## src/rtl/mitll_dfft_deser.sv

```systemverilog
`default_nettype none
// ============================================================================
// Module      : mitll_dfft_deser
// Description : Capture stage behind the mitll_dfft cell. Each SFQ pulse on
//               the DFF output is a level toggle. Pulses are turned back into
//               bits, one per enabled clock, and packed LSB-first into
//               WIDTH-bit words. Completed words go through a 2-entry FIFO
//               with a valid/ready handshake. A saturating counter tracks
//               every detected pulse.
// Revision    : 1.0 - initial release
// ============================================================================
module mitll_dfft_deser #(
    parameter int WIDTH = 8,
    parameter int CNT_W = 16
) (
    input  logic             clk,
    input  logic             rst_n,
    input  logic             din,
    input  logic             en,
    input  logic             dout_ready,
    output logic [WIDTH-1:0] dout,
    output logic             dout_valid,
    output logic             overflow,
    output logic [CNT_W-1:0] pulse_cnt
);

    localparam int                 c_idx_w   = (WIDTH > 1) ? $clog2(WIDTH) : 1;
    localparam logic [c_idx_w-1:0] c_last    = c_idx_w'(WIDTH - 1);
    localparam logic [CNT_W-1:0]   c_cnt_max = '1;

    logic               r_din_q;
    logic [c_idx_w-1:0] r_idx;
    logic [WIDTH-1:0]   r_shift;
    logic [WIDTH-1:0]   r_mem [2];
    logic               r_rptr;
    logic               r_wptr;
    logic [1:0]         r_count;

    logic               w_p;
    logic [WIDTH-1:0]   w_word;
    logic               w_done;
    logic               w_full;
    logic               w_pop;
    logic               w_push;
    logic               w_drop;

    // A toggle of the DFF output since the previous edge is one pulse.
    assign w_p = din ^ r_din_q;

    // Bits at and above r_idx are always zero, so the new bit is simply ORed in.
    assign w_word = r_shift | ({{(WIDTH-1){1'b0}}, w_p} << r_idx);
    assign w_done = en && (r_idx == c_last);

    // FIFO status and handshake; pop is only possible when something is held.
    assign dout_valid = (r_count != 2'd0);
    assign w_full     = (r_count == 2'd2);
    assign w_pop      = dout_valid && dout_ready;
    assign w_push     = w_done && (!w_full || w_pop);
    assign w_drop     = w_done && w_full && !w_pop;
    assign dout       = r_mem[r_rptr];

    // Edge history and word assembly; reset captures din so release is glitch-free.
    always_ff @(posedge clk) begin
        r_din_q <= din;
        if (!rst_n) begin
            r_idx   <= '0;
            r_shift <= '0;
        end else if (en) begin
            if (r_idx == c_last) begin
                r_idx   <= '0;
                r_shift <= '0;
            end else begin
                r_idx   <= r_idx + 1'b1;
                r_shift <= w_word;
            end
        end
    end

    // Saturating pulse counter, independent of the sampling enable.
    always_ff @(posedge clk) begin
        if (!rst_n) begin
            pulse_cnt <= '0;
        end else if (w_p && (pulse_cnt != c_cnt_max)) begin
            pulse_cnt <= pulse_cnt + 1'b1;
        end
    end

    // Two-entry FIFO with sticky overflow on a dropped completed word.
    always_ff @(posedge clk) begin
        if (!rst_n) begin
            r_mem[0] <= '0;
            r_mem[1] <= '0;
            r_rptr   <= 1'b0;
            r_wptr   <= 1'b0;
            r_count  <= 2'd0;
            overflow <= 1'b0;
        end else begin
            if (w_push) begin
                r_mem[r_wptr] <= w_word;
                r_wptr        <= ~r_wptr;
            end
            if (w_pop) begin
                r_rptr <= ~r_rptr;
            end
            case ({w_push, w_pop})
                2'b10:   r_count <= r_count + 2'd1;
                2'b01:   r_count <= r_count - 2'd1;
                default: r_count <= r_count;
            endcase
            if (w_drop) begin
                overflow <= 1'b1;
            end
        end
    end

endmodule
`default_nettype wire

```

## config.mk

```make
export PLATFORM = sky130hd
export DESIGN_NAME = mitll_dfft_deser
export DESIGN_NICKNAME = d
export VERILOG_FILES = /design/src/rtl/mitll_dfft_deser.sv
export SDC_FILE = /design/constraint.sdc
export NUM_CORES = 1
export LEC_CHECK = 0
export ABC_CLOCK_PERIOD_IN_PS = 2910
export BUFFER_PORTS_ARGS = -buffer_cell sky130_fd_sc_hd__buf_2
export CORE_MARGIN = 2
export CORE_UTILIZATION = 40
export DETAILED_ROUTE_END_ITERATION = 7
export HOLD_SLACK_MARGIN = 0.02
export PLACE_DENSITY = 0.55
export SYNTH_ARGS = -nofsm -noshare
export SYNTH_HDL_FRONTEND = slang
export SYNTH_SLANG_ARGS = --single-unit
```

## constraint.sdc

```tcl
create_clock -name clk -period 2.91 [get_ports clk]
set_input_delay 0.582 -clock clk [delete_from_list [all_inputs] [get_ports clk]]
set_output_delay 0.582 -clock clk [all_outputs]
set_load 0.005 [all_outputs]
```

==> results.py, run 1 <==
metrics = {
    "yosys": {
        "synth_top_area_cell": "dfxtp_1",
        "async_reset_ff_frac": 0,
        "yosysMostFrequentCell": "nor2_1",
        "ys_types": 35,
        "syn-instance-count": 223,
        "synth.top_cells.by_count": "nor2_1 (35), dfxtp_1 (34), a21oi_1 (21), edfxtp_1 (16), nand2_1 (11)",
        "ys_warn_count": 0,
        "synth_top_area_frac": 0.309,
        "avgSynthCellArea_um2": 9.89,
        "synth_edf_count": 16,
        "synth_area_leaders": "dfxtp_1 (31%), edfxtp_1 (22%), nor2_1 (6.0%), a21oi_1 (4.8%), mux2_2 (4.1%)",
        "syn-num-nets": 232,
        "synth_flop_cell": "dfxtp_1",
        "ys_ff_latch": 50,
        "synth.yosys.seq_area_share": 0.526,
        "syn_area_um2": 2210,
    },
    "final_layout": {
        "fillCellCount": 540,
        "utilization": 0.466,
        "postLayoutCellArea_um2": 2520,
        "insertedDiodeCount": 0,
        "fin_nets": 263,
        "area_growth_pct": 14.2,
        "final_cells": 327,
        "drive_above_1_share": 0.196,
    },
    "power_and_ir_drop": {
        "total_power_mw": 1.26,
        "p_per_area_nw_per_um2": 502,
        "ir_drop_mv": 0.257,
        "power.leakage_nw": 0.935,
    },
    "detailed_routing": {
        "ant_nets": 0,
        "drtIter0Drc": 82,
        "viasPerCell": 5.32,
        "num_vias": 1739,
        "firstDrtPassIters": 4,
        "wl_um": 4510,
        "routedWlPerCell_um": 13.8,
        "drcViolationCount": 0,
    },
    "critical_path": {
        "crit_path_top_delay_cell": "dfxtp_1",
        "worst_setup_path_start_kind": "flop",
        "cp.arrival_ns": 2.14,
        "path_class": "reg2reg",
        "crit_fanout": 9,
        "cp-end-kind": "flop",
        "r2r_slack_ns": 0.77,
        "crit_family": "simple AND/OR/NAND/NOR gates",
        "cp.required_ns": 2.90,
        "cp_num_buf_inv": 0,
        "slowest_delay_ns": 0.46,
        "worstPathCellList": "ha_1 > ha_1 > nand2_1 > a21oi_1 > nand3_1 > nand2_1",
    },
    "cts": {
        "post-cts-setup-buffers": 0,
        "cts-resized-gates": 0,
        "numCtsBuffers": 5,
        "htree_levels": 2,
        "path_clk_slew_ns": 0.10,
        "cts_root_buf": "clkbuf_8",
        "cts_hold_buf": 0,
        "clock_latency_ns": 0.31,
        "cts_tree": "done",
        "clk_path_buf_depth": 2,
        "clock-sinks": 50,
    },
    "floorplanning": {
        "die_h_um": 78.3,
        "die_w_um": 78.3,
        "num_rows": 27,
        "io_pins": 31,
        "dieArea_um2": 6120,
        "start_util": 0.408,
        "core_area_um2": 5410,
    },
    "timing": {
        "slew_violations": 0,
        "final.setup_skew_ns": 0.00706,
        "worst_pin_slew_ns": 0.694,
        "setup_viol": 0,
        "fin_ws_ns": 0.769,
        "max_slew_margin": 0.537,
        "fin_crit_sh": 0.736,
        "period_minus_slack_ns": 2.14,
        "rsz0062_at_grt": "no",
        "finalSetupTns_ns": 0,
        "max_freq_mhz": 467,
        "finalHoldViolCount": 0,
        "fin_hold_ws_ns": 0.416,
    },
    "placed_design": {
        "pre_cts_ws_ns": 0.641,
        "place_inst": 319,
        "io_buffer_count": 30,
        "dp_hpwl_um": 3170,
        "gp_congestion": 0.757,
        "placed_area_um2": 2420,
    },
    "global_routing": {
        "grt_overflow": 0,
        "antenna_found_initial": 0,
        "grt_pass1_vias": 1433,
        "grt_pass1_wl_um": 7560,
        "grt_usage": 0.160,
        "grt_max_degree": 22,
    },
    "run_status": {
        "status": "finished, final reports clean",
    },
    "min_path": {
        "hold_class": "in2reg",
    },
    "job": {
        "maxCapViolations": 0,
    },
}
==> registers in the layout (all words and copies together) (netlist names), named ones only <==
name       cells
r_din_q        1
overflow       1
r_idx          3
r_shift        8
r_mem         16
pulse_cnt     16
r_count        2
r_wptr         1
r_rptr         1
==> cell type report <==
| cell class | count | area, µm² | share of cell area |
|---|---|---|---|
| clock inverters | 3 | 28.8 | 0.0114 |
| well taps | 72 | 90.1 | 0.0358 |
| inverters | 2 | 7.51 | 0.00298 |
| multi-input cells | 163 | 997 | 0.396 |
| repair buffers | 32 | 165 | 0.0656 |
| clock buffers | 5 | 68.8 | 0.0273 |
| flip-flops and latches | 50 | 1160 | 0.461 |
==> path summary, 6_finish.rpt <==
path             from          end  cells past startpoint
max          r_idx[0]  r_mem[1][5]                      6
min               din      r_din_q                      1
max reg2reg  r_idx[0]  r_mem[1][5]                      6
min reg2reg  overflow     overflow                      1
==> routing by layer <==
layer | track usage | share of wire
met5 | 0 | 0
met4 | 0.0579 | 0.013
met3 | 0.0460 | 0.046
met2 | 0.201 | 0.40
met1 | 0.253 | 0.54
==> layout by cell type, fill, tap and decap left out, drive strengths merged, types with 5 or more instances in the layout <==
cell,netlist,layout
nor2,35,35
dfxtp,34,34
buf,4,32
a21oi,21,21
edfxtp,16,16
nand2,11,11
or4,10,10
nand3,9,9
o31ai,9,9
mux2,8,8
nor3,8,8
xnor2,5,5
nand4,5,5
clkbuf,4,5
o21ai,5,5
==> kinds of logic (layout without fill, tap and decap cells) <==
family,count (synthesis),in the layout,share of synthesized area
fa+ha+maj,4,4,0.0227
simple gates,98,98,0.229
compound gates,43,43,0.119
mux,11,11,0.0545
flops,50,50,0.526
buf+inv,10,42,0.0216
xor+xnor,7,7,0.0278
==> power by group <==
group | internal [mW] | total (mW) | leakage, nW | switching [mW]
registers | 0.734 | 0.747 | 0.440 | 0.0130
clock network | 0.180 | 0.439 | 0.0506 | 0.259
logic | 0.0293 | 0.0779 | 0.444 | 0.0486
total | 0.943 | 1.26 | 0.935 | 0.321
No activity file was read; power rests on OpenSTA's default activity.
==> run 2: changes to the inputs <==
--- a/config.mk
+++ b/config.mk
@@ -5,13 +5,13 @@
 export SDC_FILE = /design/constraint.sdc
 export NUM_CORES = 1
 export LEC_CHECK = 0
-export ABC_CLOCK_PERIOD_IN_PS = 2910
+export ABC_CLOCK_PERIOD_IN_PS = 1800
 export BUFFER_PORTS_ARGS = -buffer_cell sky130_fd_sc_hd__buf_2
 export CORE_MARGIN = 2
 export CORE_UTILIZATION = 40
 export DETAILED_ROUTE_END_ITERATION = 7
 export HOLD_SLACK_MARGIN = 0.02
-export PLACE_DENSITY = 0.55
+export PLACE_DENSITY = 0.57
 export SYNTH_ARGS = -nofsm -noshare
 export SYNTH_HDL_FRONTEND = slang
 export SYNTH_SLANG_ARGS = --single-unit
==> constraint.sdc (replaced) <==
create_clock -name clk -period 1.8 [get_ports clk]
set_input_delay 0.36 -clock clk [delete_from_list [all_inputs] [get_ports clk]]
set_output_delay 0.36 -clock clk [all_outputs]
set_load 0.005 [all_outputs]
==> run 2 against run 1 <==
  * Sequential power rose by 61%
  * Largest power group unchanged
  * Clock-buffer cell count did not move
  * Highest routed layer unchanged
  * Sequential share of layout area fell by 4.6 points
  * Sequential cell count did not move
  * Cell count rose by 9.2%
  * Non-clock buffer count rose by 30
  * Critical path type unchanged
  * Maximum frequency rose by 22%
  * Via count rose by 9.3%
==> results.py, run 2 (synthesis results as in run 1) <==
metrics = {
    "final_layout": {
        "reg_top3": "pulse_cnt: 16 flops, r_mem: 16 flops, r_shift: 8 flops",
        "postLayoutCellArea_um2": 2810,
        "fin_nets": 293,
        "drive_above_1_share": 0.323,
        "final_common_cell": "nor2_1",
        "final_cell_mix": "nor2_1 (35), buf_4 (32), buf_2 (30), dfxtp_1 (30), a21oi_1 (19)",
        "final_cells": 357,
        "fillCellCount": 527,
        "insertedDiodeCount": 0,
        "area_growth_pct": 27.4,
    },
    "timing": {
        "final.setup_skew_ns": 0.00756,
        "setup_viol": 0,
        "max_slew_margin": 0.630,
        "finalHoldViolCount": 0,
        "slew_violations": 0,
        "fin_crit_sh": 0.974,
        "period_minus_slack_ns": 1.75,
        "rsz0062_at_grt": "yes",
        "max_freq_mhz": 570,
        "worst_pin_slew_ns": 0.554,
    },
    "cts": {
        "clock-sinks": 50,
        "clk_path_buf_depth": 2,
        "cts_root_buf": "clkbuf_8",
        "cts_hold_buf": 0,
        "cts_tree": "done",
        "path_clk_slew_ns": 0.09,
        "clock_latency_ns": 0.31,
        "numCtsBuffers": 5,
        "htree_levels": 2,
    },
    "detailed_routing": {
        "drcViolationCount": 0,
        "wl_um": 5020,
        "firstDrtPassIters": 4,
        "num_vias": 1901,
        "drtIter0Drc": 105,
        "viasPerCell": 5.32,
        "routedWlPerCell_um": 14.1,
        "ant_nets": 0,
    },
    "floorplanning": {
        "dieArea_um2": 6120,
        "num_rows": 27,
        "core_area_um2": 5410,
        "die_h_um": 78.3,
        "start_util": 0.408,
        "die_w_um": 78.3,
        "io_pins": 31,
    },
    "power_and_ir_drop": {
        "switching_share": 0.250,
        "clkPwrFrac": 0.330,
        "seqPwrFrac": 0.589,
        "comb_power_share": 0.081,
        "internal-power_mw": 1.53,
        "total_power_mw": 2.04,
        "ir_drop_mv": 0.462,
        "p_per_area_nw_per_um2": 726,
        "power.leakage_nw": 1.09,
        "switchingPower_uw": 510,
    },
    "placed_design": {
        "placed_area_um2": 2640,
        "gp_congestion": 0.772,
        "io_buffer_count": 30,
        "place_inst": 347,
        "dp_hpwl_um": 3590,
    },
    "global_routing": {
        "grt_overflow": 0,
        "antenna_found_initial": 0,
        "grt_pass1_vias": 1629,
        "grt_max_degree": 17,
        "grt_usage": 0.165,
        "grt_pass1_wl_um": 7980,
    },
    "run_status": {
        "status": "finished, final reports clean",
    },
    "critical_path": {
        "cp.required_ns": 2.04,
        "path_class": "reg2reg",
        "cp-end-kind": "flop",
        "cp.arrival_ns": 1.99,
        "crit_fanout": 4,
        "worst_setup_path_start_kind": "flop",
    },
    "min_path": {
        "hold_class": "in2reg",
    },
    "job": {
        "maxCapViolations": 0,
    },
}
==> run 2: cell types whose count changed in the layout (fill, tap and decap cells not counted), moves of 2 or more <==
| cell | before | now |
|---|---|---|
| dfxtp_2 | 0 | 4 |
| buf_4 | 2 | 32 |
| dfxtp_1 | 34 | 30 |
| a21oi_1 | 21 | 19 |
| ha_1 | 4 | 1 |
| ha_4 | 0 | 3 |
==> run 2: layer usage <==
layer  GRT usage  share of wire  vias up
met3      0.0356          0.040        6
met2       0.257           0.44       38
met4      0.0474          0.012        0
met5           0              0        -
li1            -              -      952
met1       0.232           0.51      905
==> run 2: stage by stage <==
step           worst slack [ns]  hold WS [ns]  TNS (ns)   util
6_report                 0.0470         0.203         0  0.520
5_1_grt                 -0.0458         0.204   -0.0458  0.520
4_1_cts                 0.00772         0.196         0  0.504
3_5_place_dp           -0.00146         0.452  -0.00146  0.488
3_3_place_gp             0.0154         0.448         0  0.488
2_1_floorplan            0.0110         0.388         0      -
==> run 2: final cells by class <==
type	instances	area (µm²)	share of cell area
tap	72	90.1	0.0321
multi-input combinational	163	1070	0.380
inverter	2	7.51	0.00267
sequential	50	1170	0.415
clock buffer	5	68.8	0.0245
timing repair buffer	62	390	0.139
clock inverter	3	20.0	0.00712
==> run 2: power groups by stage <==
stage               Clock, mW  Combinational (mW)  Sequential (mW)
floorplan                   0              0.0856             1.23
global placement            0               0.161             1.22
detailed placement          0               0.163             1.23
CTS                     0.692               0.165             1.20
global route            0.737               0.187             1.21
finish                  0.673               0.165             1.20
==> run 2: worst max-delay path, stage by stage (launching register included) <==
cell	delay, ns
dfxtp_2	0.36
or2_2	0.28
and2_1	0.22
ha_4	0.19
xnor2_2	0.13
or3_1	0.38
a21oi_2	0.12
==> run 2: path summary, 6_finish.rpt <==
kind	from	to	slack (ns)	depth (start not counted)
setup / recovery	r_count[0]	r_count[1]	0.05	6
hold / removal	din	r_din_q	0.20	1
setup reg to reg	r_count[0]	r_count[1]	0.05	6
hold reg to reg	overflow	overflow	0.47	1
==> run 2: repair_timing <==
item,in CTS,in global routing
setup endpoints to repair,0,25
setup buffers,0,2
hold endpoints to repair,0,0
resized for setup,0,16
==> run 3: changes to the inputs <==
--- a/config.mk
+++ b/config.mk
@@ -5,7 +5,7 @@
 export SDC_FILE = /design/constraint.sdc
 export NUM_CORES = 1
 export LEC_CHECK = 0
-export ABC_CLOCK_PERIOD_IN_PS = 1800
+export ABC_CLOCK_PERIOD_IN_PS = 1600
 export BUFFER_PORTS_ARGS = -buffer_cell sky130_fd_sc_hd__buf_2
 export CORE_MARGIN = 2
 export CORE_UTILIZATION = 40
==> constraint.sdc (replaced) <==
create_clock -name clk -period 1.6 [get_ports clk]
set_input_delay 0.32 -clock clk [delete_from_list [all_inputs] [get_ports clk]]
set_output_delay 0.32 -clock clk [all_outputs]
set_load 0.005 [all_outputs]
==> run 3 against run 2 <==
  * The run now ends with negative setup slack left
  * Die area unchanged
  * Hold slack got worse by 0.0018 ns
  * Clock skew is 0.00086 ns higher
  * Core utilization grew 6.5 points
  * First-iteration DRC count is 1.9% lower
  * Register-to-register slack worse by 0.12 ns
  * Routed wire length is 4.9% higher
  * Sequential cell count unchanged
  * Cell count rose by 5.3%
  * Clock-buffer cell count unchanged
  * Highest routed layer unchanged
  * Via count increased by 2.9%
  * Global-route usage rose by 0.98 points
==> results.py, run 3 (synthesis results as in run 1) <==
metrics = {
    "floorplanning": {
        "io_pins": 31,
        "core_area_um2": 5410,
        "num_rows": 27,
        "start_util": 0.408,
        "die_h_um": 78.3,
        "dieArea_um2": 6120,
        "die_w_um": 78.3,
    },
    "timing": {
        "slew_violations": 0,
        "fin_hold_ws_ns": 0.201,
        "fin_ws_ns": -0.0706,
        "max_slew_margin": 0.710,
        "rsz0062_at_grt": "yes",
        "period_minus_slack_ns": 1.67,
        "setup_viol": 7,
        "final.setup_skew_ns": 0.00841,
        "fin_crit_sh": 1.04,
        "finalHoldViolCount": 0,
        "max_freq_mhz": 599,
        "worst_pin_slew_ns": 0.434,
    },
    "cts": {
        "path_clk_slew_ns": 0.10,
        "clock_latency_ns": 0.31,
        "clock-sinks": 50,
        "numCtsBuffers": 5,
        "cts_tree": "done",
        "cts_root_buf": "clkbuf_8",
        "clk_path_buf_depth": 2,
        "htree_levels": 2,
    },
    "critical_path": {
        "cp.required_ns": 1.85,
        "cpMostUsedCell": "ha_4",
        "worstPathCellList": "ha_4 > ha_4 > nand2_4 > a21oi_4 > inv_2 > ha_4 > xnor2_1 > or3_1 > a21oi_2",
        "cp.arrival_ns": 1.92,
        "worst_setup_path_start_kind": "flop",
        "crit_fanout": 2,
        "cp-end-kind": "flop",
        "crit_path_top_delay_cell": "dfxtp_4",
        "path_class": "reg2reg",
        "slowest_delay_ns": 0.37,
        "r2r_slack_ns": -0.07,
        "cp_num_buf_inv": 1,
        "crit_family": "adder cells",
    },
    "global_routing": {
        "grt_max_degree": 19,
        "grt_usage": 0.175,
        "grt_pass1_wl_um": 8400,
        "antenna_found_initial": 0,
        "grt_pass1_vias": 1680,
        "grt_overflow": 0,
    },
    "placed_design": {
        "pre_cts_ws_ns": -0.0983,
        "place_inst": 360,
        "gp_congestion": 0.794,
        "dp_hpwl_um": 3610,
        "io_buffer_count": 30,
    },
    "detailed_routing": {
        "num_vias": 1957,
        "routedWlPerCell_um": 14.0,
        "drtIter0Drc": 103,
        "wl_um": 5260,
        "viasPerCell": 5.20,
        "firstDrtPassIters": 4,
        "drcViolationCount": 0,
        "ant_nets": 0,
    },
    "power_and_ir_drop": {
        "p_per_area_nw_per_um2": 751,
        "total_power_mw": 2.37,
        "ir_drop_mv": 0.471,
        "power.leakage_nw": 1.22,
    },
    "final_layout": {
        "utilization": 0.585,
        "final_common_cell": "buf_4",
        "drive_above_1_share": 0.457,
        "final_cells": 376,
        "final_cell_mix": "buf_4 (44), nor2_1 (35), buf_2 (30), dfxtp_1 (25), edfxtp_1 (16)",
        "area_growth_pct": 43.4,
        "fin_nets": 312,
        "insertedDiodeCount": 0,
        "reg_top3": "pulse_cnt: 16 flops, r_mem: 16 flops, r_shift: 8 flops",
    },
    "run_status": {
        "status": "finished, violations left",
        "violations": "negative setup slack",
    },
    "job": {
        "maxCapViolations": 0,
    },
    "min_path": {
        "hold_class": "in2reg",
    },
}
==> run 3: path summary, 6_finish.rpt <==
| check | cells after the start | endpoint | startpoint |
|---|---|---|---|
| setup / recovery | 9 | r_count[1] | r_idx[1] |
| hold / removal | 1 | r_din_q | din |
| setup reg to reg | 9 | r_count[1] | r_idx[1] |
| hold reg to reg | 2 | r_shift[2] | r_shift[2] |
==> run 3: area by class of cell <==
type                       count  area, µm²
clock inverter                 3       28.8
sequential                    50       1180
multi-input combinational    163       1220
clock buffer                   5       68.8
timing repair buffer          81        568
inverter                       2       7.51
fill                         486       2240
tap                           72       90.1
==> run 3: what timing repair did <==
item                                    CTS  global route
gates cloned                              1             0
resized for setup                         7            34
pin swaps                                 2             9
hold buffers                              0             0
setup buffers                             2             6
endpoints found under the setup margin   23            58
==> run 3: metal layers <==
layer  GRT usage  vias to the layer above  part of all wire
li1            -                      986                 -
met1       0.253                      935              0.49
met2       0.260                       29              0.47
met3      0.0345                        7             0.023
met4      0.0632                        0             0.017
met5           0                        -                 0
==> run 3: where the power goes <==
group / switching, mW / total (mW) / internal [mW]
Clock: 0.470 / 0.798 / 0.328
Combinational: 0.121 / 0.220 / 0.0991
Sequential: 0.0198 / 1.36 / 1.34
Total: 0.611 / 2.37 / 1.76
==> run 3: through the flow <==
stage,area (µm²),setup TNS [ns]
floorplan,2300,-0.0210
global placement,2830,-0.321
detailed placement,2830,-0.652
CTS,2970,-0.0900
global route,3160,-0.870
finish,3160,-0.221
